--- src/rtl/alu_pkg.sv ---
// alu_pkg: shared ALU widths, function codes and unpacker FSM states
package alu_pkg;
  localparam int ALU_N = 4;
  localparam logic [1:0] FN_ADD = 2'b00;
  localparam logic [1:0] FN_OR = 2'b01;
  localparam logic [1:0] FN_AND = 2'b10;
  localparam logic [1:0] FN_CONCAT = 2'b11;
  typedef enum logic [1:0] {IDLE, SEND_HI, SEND_LO} unpack_state_t;
endpackage

--- src/rtl/alu_word_unpacker_if.sv ---
// alu_word_unpacker_if: packed-word input stream and half-word output stream; half_parity exists only with ALU_UNPACK_PARITY_EN
interface alu_word_unpacker_if #(parameter int N = alu_pkg::ALU_N);
  logic [2*N-1:0] packed_in;
  logic in_valid;
  logic in_ready;
  logic [N-1:0] half_out;
  logic half_valid;
  logic half_ready;
  logic half_sel;
  logic last_half;
`ifdef ALU_UNPACK_PARITY_EN
  logic half_parity;
`endif
  modport master(
    output packed_in, in_valid, half_ready,
`ifdef ALU_UNPACK_PARITY_EN
    input half_parity,
`endif
    input in_ready, half_out, half_valid, half_sel, last_half
  );
  modport slave(
    input packed_in, in_valid, half_ready,
`ifdef ALU_UNPACK_PARITY_EN
    output half_parity,
`endif
    output in_ready, half_out, half_valid, half_sel, last_half
  );
endinterface

--- src/rtl/alu_word_unpacker_word_fifo.sv ---
// word_fifo: synchronous power-of-two FIFO exposing its head word and occupancy
module word_fifo #(
  parameter int WIDTH = 8,
  parameter int DEPTH = 2,
  localparam int AW = $clog2(DEPTH)
) (
  input  logic clk,
  input  logic rst,
  input  logic push,
  input  logic pop,
  input  logic [WIDTH-1:0] wdata,
  output logic [WIDTH-1:0] head,
  output logic full,
  output logic empty,
  output logic [AW:0] count
);
  logic [WIDTH-1:0] mem [DEPTH];
  logic [AW-1:0] rp, wp;
  always_ff @(posedge clk) if (push) mem[wp] <= wdata;
  always_ff @(posedge clk) begin
    if (rst) begin
      rp <= '0;
      wp <= '0;
      count <= '0;
    end else begin
      if (push) wp <= wp + AW'(1);
      if (pop) rp <= rp + AW'(1);
      count <= count + {{AW{1'b0}}, push} - {{AW{1'b0}}, pop};
    end
  end
  assign head = mem[rp];
  assign full = count == (AW+1)'(DEPTH);
  assign empty = count == '0;
endmodule

--- src/rtl/alu_word_unpacker.sv ---
// alu_word_unpacker: splits buffered {A,B} words into A then B half-words; ALU_UNPACK_PARITY_EN adds half_parity
module alu_word_unpacker
  import alu_pkg::*;
#(
  parameter int N = ALU_N,
  parameter int DEPTH = 2
) (
  input logic clk,
  input logic rst,
  alu_word_unpacker_if.slave bus
);
  localparam int CW = $clog2(DEPTH) + 1;
  unpack_state_t state, state_nx;
  logic [2*N-1:0] head;
  logic [CW-1:0] count;
  logic full, empty, accept, push;
  assign accept = bus.half_valid && bus.half_ready;
  assign push = bus.in_valid && !full;
  word_fifo #(.WIDTH(2*N), .DEPTH(DEPTH)) fifo (
    .clk(clk), .rst(rst), .push(push), .pop(accept && state == SEND_LO),
    .wdata(bus.packed_in), .head(head), .full(full), .empty(empty), .count(count)
  );
  always_ff @(posedge clk) state <= rst ? IDLE : state_nx;
  // count == 1 on the final accept means the popped word was the last one queued
  always_comb begin
    state_nx = state == IDLE    ? (empty ? IDLE : SEND_HI)
             : state == SEND_HI ? (accept ? SEND_LO : SEND_HI)
             : accept           ? (count != CW'(1) ? SEND_HI : IDLE)
             :                    SEND_LO;
    bus.half_valid = state != IDLE;
    bus.half_sel = state == SEND_LO;
    bus.last_half = state == SEND_LO;
    bus.half_out = state == SEND_HI ? head[2*N-1:N] : state == SEND_LO ? head[N-1:0] : '0;
    bus.in_ready = !full;
  end
`ifdef ALU_UNPACK_PARITY_EN
  assign bus.half_parity = ^bus.half_out;
`endif
endmodule

--- src/flat_wrapper.sv ---
// flat-port wrapper written by rule: the top's interface ports become plain ports
module alu_word_unpacker_flat import alu_pkg::*;
#(
  parameter int N = ALU_N,
  parameter int DEPTH = 2
)
  (clk, rst, bus_packed_in, bus_in_valid, bus_half_ready, bus_in_ready, bus_half_out, bus_half_valid, bus_half_sel, bus_last_half);
  alu_word_unpacker_if #(.N(N)) bus_i ();
  input logic clk;
  input logic rst;
  input wire logic [$bits(bus_i.packed_in)-1:0] bus_packed_in;
  input wire logic [$bits(bus_i.in_valid)-1:0] bus_in_valid;
  input wire logic [$bits(bus_i.half_ready)-1:0] bus_half_ready;
  output wire logic [$bits(bus_i.in_ready)-1:0] bus_in_ready;
  output wire logic [$bits(bus_i.half_out)-1:0] bus_half_out;
  output wire logic [$bits(bus_i.half_valid)-1:0] bus_half_valid;
  output wire logic [$bits(bus_i.half_sel)-1:0] bus_half_sel;
  output wire logic [$bits(bus_i.last_half)-1:0] bus_last_half;
  assign bus_i.packed_in = bus_packed_in;
  assign bus_i.in_valid = bus_in_valid;
  assign bus_i.half_ready = bus_half_ready;
  assign bus_in_ready = bus_i.in_ready;
  assign bus_half_out = bus_i.half_out;
  assign bus_half_valid = bus_i.half_valid;
  assign bus_half_sel = bus_i.half_sel;
  assign bus_last_half = bus_i.last_half;
  alu_word_unpacker #(.N(N), .DEPTH(DEPTH)) u_core (.clk(clk), .rst(rst), .bus(bus_i));
endmodule
--- config.mk ---
export PLATFORM = sky130hd
export DESIGN_NAME = alu_word_unpacker_flat
export DESIGN_NICKNAME = d
export VERILOG_FILES = /design/src/rtl/alu_pkg.sv /design/src/rtl/alu_word_unpacker_if.sv /design/src/rtl/alu_word_unpacker_word_fifo.sv /design/src/rtl/alu_word_unpacker.sv /design/src/flat_wrapper.sv
export SDC_FILE = /design/constraint.sdc
export NUM_CORES = 1
export LEC_CHECK = 0
export ABC_AREA = 0
export BUFFER_PORTS_ARGS = -buffer_cell sky130_fd_sc_hd__clkbuf_2
export CORE_AREA = 2 2 49 51
export CTS_CLUSTER_DIAMETER = 80
export DETAILED_ROUTE_END_ITERATION = 8
export DIE_AREA = 0 0 51 53
export GPL_ROUTABILITY_DRIVEN = 0
export GPL_TIMING_DRIVEN = 0
export PLACE_DENSITY = 0.66
export SETUP_SLACK_MARGIN = 0.15
export SKIP_CTS_REPAIR_TIMING = 1
export SYNTH_ARGS = -nofsm -noshare
export SYNTH_HDL_FRONTEND = slang
export SYNTH_SLANG_ARGS = --single-unit
--- constraint.sdc ---
create_clock -name clk -period 3 [get_ports clk]
set_input_delay 0.6 -clock clk [delete_from_list [all_inputs] [get_ports clk]]
set_output_delay 0.6 -clock clk [all_outputs]
set_load 0.02 [all_outputs]
==> flow_metrics.tcl <==
set metrics [dict create \
    status "completed" \
    ys_async_sr_fraction_pct 0 \
    hpwl_mm 1.04 \
    r2r_end "u_core.fifo.mem[0][3]" \
    postSynthCellCount 68 \
    hold_viol 0 \
    cts_root_buffer "clkbuf_4" \
    worstSetupEndpointType "output port" \
    clock_latency_ps 300 \
    drc 0 \
    period_share_pct 65.0 \
    ir_worst_vdd_mv 0.318 \
    vias 570 \
    yosysWarnings 0 \
    synth.top_cell.area_share_pct 51.3 \
    grt-ovfl-total 0 \
    area_growth_pct 16.7 \
    synth_largest_area_cell "edfxtp_1" \
    ys_ff_latch 23 \
    pre_cts_ws_ps 1100 \
    r2r_cells 3 \
    post-route-min-period_ps 1950 \
    yosysMostFrequentCell "edfxtp_1" \
    cp_max_fo 8 \
    cp_data_required_time_ps 2400 \
    crit-reg2reg-launch "u_core.fifo.count[0]" \
    p_per_area_nw_per_um2 659 \
    synthDistinctLibCells 24 \
    hold-path-endpoint "u_core.fifo.mem[0][2]" \
    min_from "bus_packed_in[2]" \
    slowest_stage "dfxtp_1" \
    drv_slew 0 \
    crit_arrival_ps 1350 \
    crit_chain "buf_2 > mux2i_1 > o22ai_1 > clkbuf_2" \
    grt_pass1_wl_mm 2.26 \
    timing.fmax_ghz 0.513 \
    avgSynthCellArea_um2 13.8 \
    max-slew-margin-rel_pct 50.8 \
    cap_viol_max_count 0 \
    ys.flop_type "edfxtp_1" \
    timing.reg2reg.setup_slack_ps 1330 \
    ys_top_cells_by_count "16 x edfxtp_1, 8 x mux2i_1, 7 x dfxtp_1" \
    drt_iter0_drc 9 \
    num_rows 17 \
    grt_max_degree 13 \
    fp.dieW_um 51 \
    layout-drive-gt1-share_pct 27.5 \
    hold_path_depth 1 \
    clockBufferDepth 2 \
    grt_pass1_vias 512 \
    start_util_pct 43.6 \
    grt_usage_pct 12.3 \
    cts_tree "built" \
    setup_ws_ps 1050 \
    worst-setup-path-type "flop to output port" \
    htreeDepth 1 \
    p_leak_nw 0.432 \
    antenna_found_initial 0 \
    io_buffers 19 \
    clk_pin_slew_worst_paths_ps 120 \
    setup_tns_ps 0 \
    die_h_um 53 \
    design.die.area_um2 2700 \
    yosys-top-cells-area "edfxtp_1 51%, dfxtp_1 15%, mux2i_1 8.6%, ha_1 2.7%, nand2b_1 2.7%" \
    first_pass_iters 4 \
    wire_per_inst_um 11.9 \
    totalWireLength_mm 1.42 \
    ys_seq_area_share_pct 66.3 \
    cts_sinks 23 \
    skew_ps 6.53 \
    ant_nets 0 \
    worst_pin_slew_ps 737 \
    coreArea_um2 2150 \
    ioPinCount 20 \
    hold_path_class "input pin to flop" \
    synth_nets 82 \
    critPathLaunchType "flop" \
    max_stage_delay_ps 320 \
    fin_nets 106 \
    rsz0062_at_grt "no" \
    synth_edf_count 16 \
    hold_ws_ps 482 \
    cts_buffers 3 \
    setup_viol 0 \
    detail_route.vias_per_cell 4.79 \
    antenna_cells 0 \
    synth_area_um2 936 \
]
==> flip-flops by register name, indices dropped and copies added, names as in the netlist, named ones only <==
name               flops
u_core.fifo.wp         1
u_core.fifo.mem       16
u_core.fifo.rp         1
u_core.state           2
u_core.fifo.count      2
==> power by group <==
part           internal [W]  switching [W]
logic             0.0000741       0.000103
clock network     0.0000517      0.0000832
registers          0.000384      0.0000234
==> cell families after synthesis <==
kind of cell,after synthesis,synth area share [%]
and+or+nand+nor,17,10.7
adders and majority gates,2,2.67
muxes,8,8.56
AOI/OAI and AO/OA,10,6.42
DFF,23,66.3
xor gates and xnor gates,3,2.81
buffers and inverters,5,2.54
==> layout by cell type (no fill, tap or decap), types with 2 or more instances in the layout <==
cell type	netlist	routed
clkbuf_2	0	19
edfxtp_1	16	16
mux2i_1	8	8
dfxtp_1	7	7
nand2b_1	4	4
o22ai_1	4	4
nor2_1	4	4
inv_1	3	3
a21oi_1	3	3
clkbuf_4	0	3
nor2b_1	2	2
xnor2_1	2	2
ha_1	2	2
==> routing by layer <==
metal / routed length (µm) / vias to the layer above / track usage, %
li1: - / 292 / -
met1: 626 / 264 / 15.1
met2: 721 / 12 / 19.7
met3: 60 / 2 / 3.39
met4: 11 / 0 / 6.76
met5: 0 / - / 0
==> critical path, delay by kind of cell (launching register included) <==
kind | cells | cell delay (ps)
AO/OA/AOI/OAI | 1 | 100
buffers and inverters | 2 | 400
flip-flops | 1 | 320
multiplexers | 1 | 240
==> layout make-up <==
| class | count | area (µm²) |
|---|---|---|
| buffer | 2 | 12.5 |
| inverter | 3 | 11.3 |
| tap | 28 | 35.0 |
| sequential | 23 | 621 |
| clock buffer | 4 | 26.3 |
| multi-input combinational | 40 | 292 |
| timing repair buffer | 19 | 95.1 |
| fill | 195 | 1060 |
==> worst max path at each step <==
| stage | start | endpoint | cells past startpoint | slack (ps) |
|---|---|---|---|---|
| after floorplan | bus_half_ready | u_core.fifo.count[1] | 7 | 1300 |
| after global placement | bus_half_ready | u_core.fifo.count[1] | 8 | 1120 |
| after detailed placement | bus_half_ready | u_core.fifo.count[1] | 8 | 1100 |
| after CTS | flop | bus_half_out[0] | 4 | 1010 |
| after global routing | flop | bus_half_out[3] | 4 | 920 |
| final | flop | bus_half_out[2] | 4 | 1050 |
==> stage by stage <==
step | power (W) | util [%] | cell area (µm²) | cells
after CTS | 0.000730 | 50.8 | 1090 | 119
after detailed placement | 0.000596 | 49.6 | 1070 | 115
after floorplan | 0.000538 | - | 936 | 68
after global placement | 0.000590 | 49.6 | 1070 | 115
after global routing | 0.000767 | 50.8 | 1090 | 119
final | 0.000719 | 50.8 | 1090 | 119
Power figures use the tool's default switching activity.
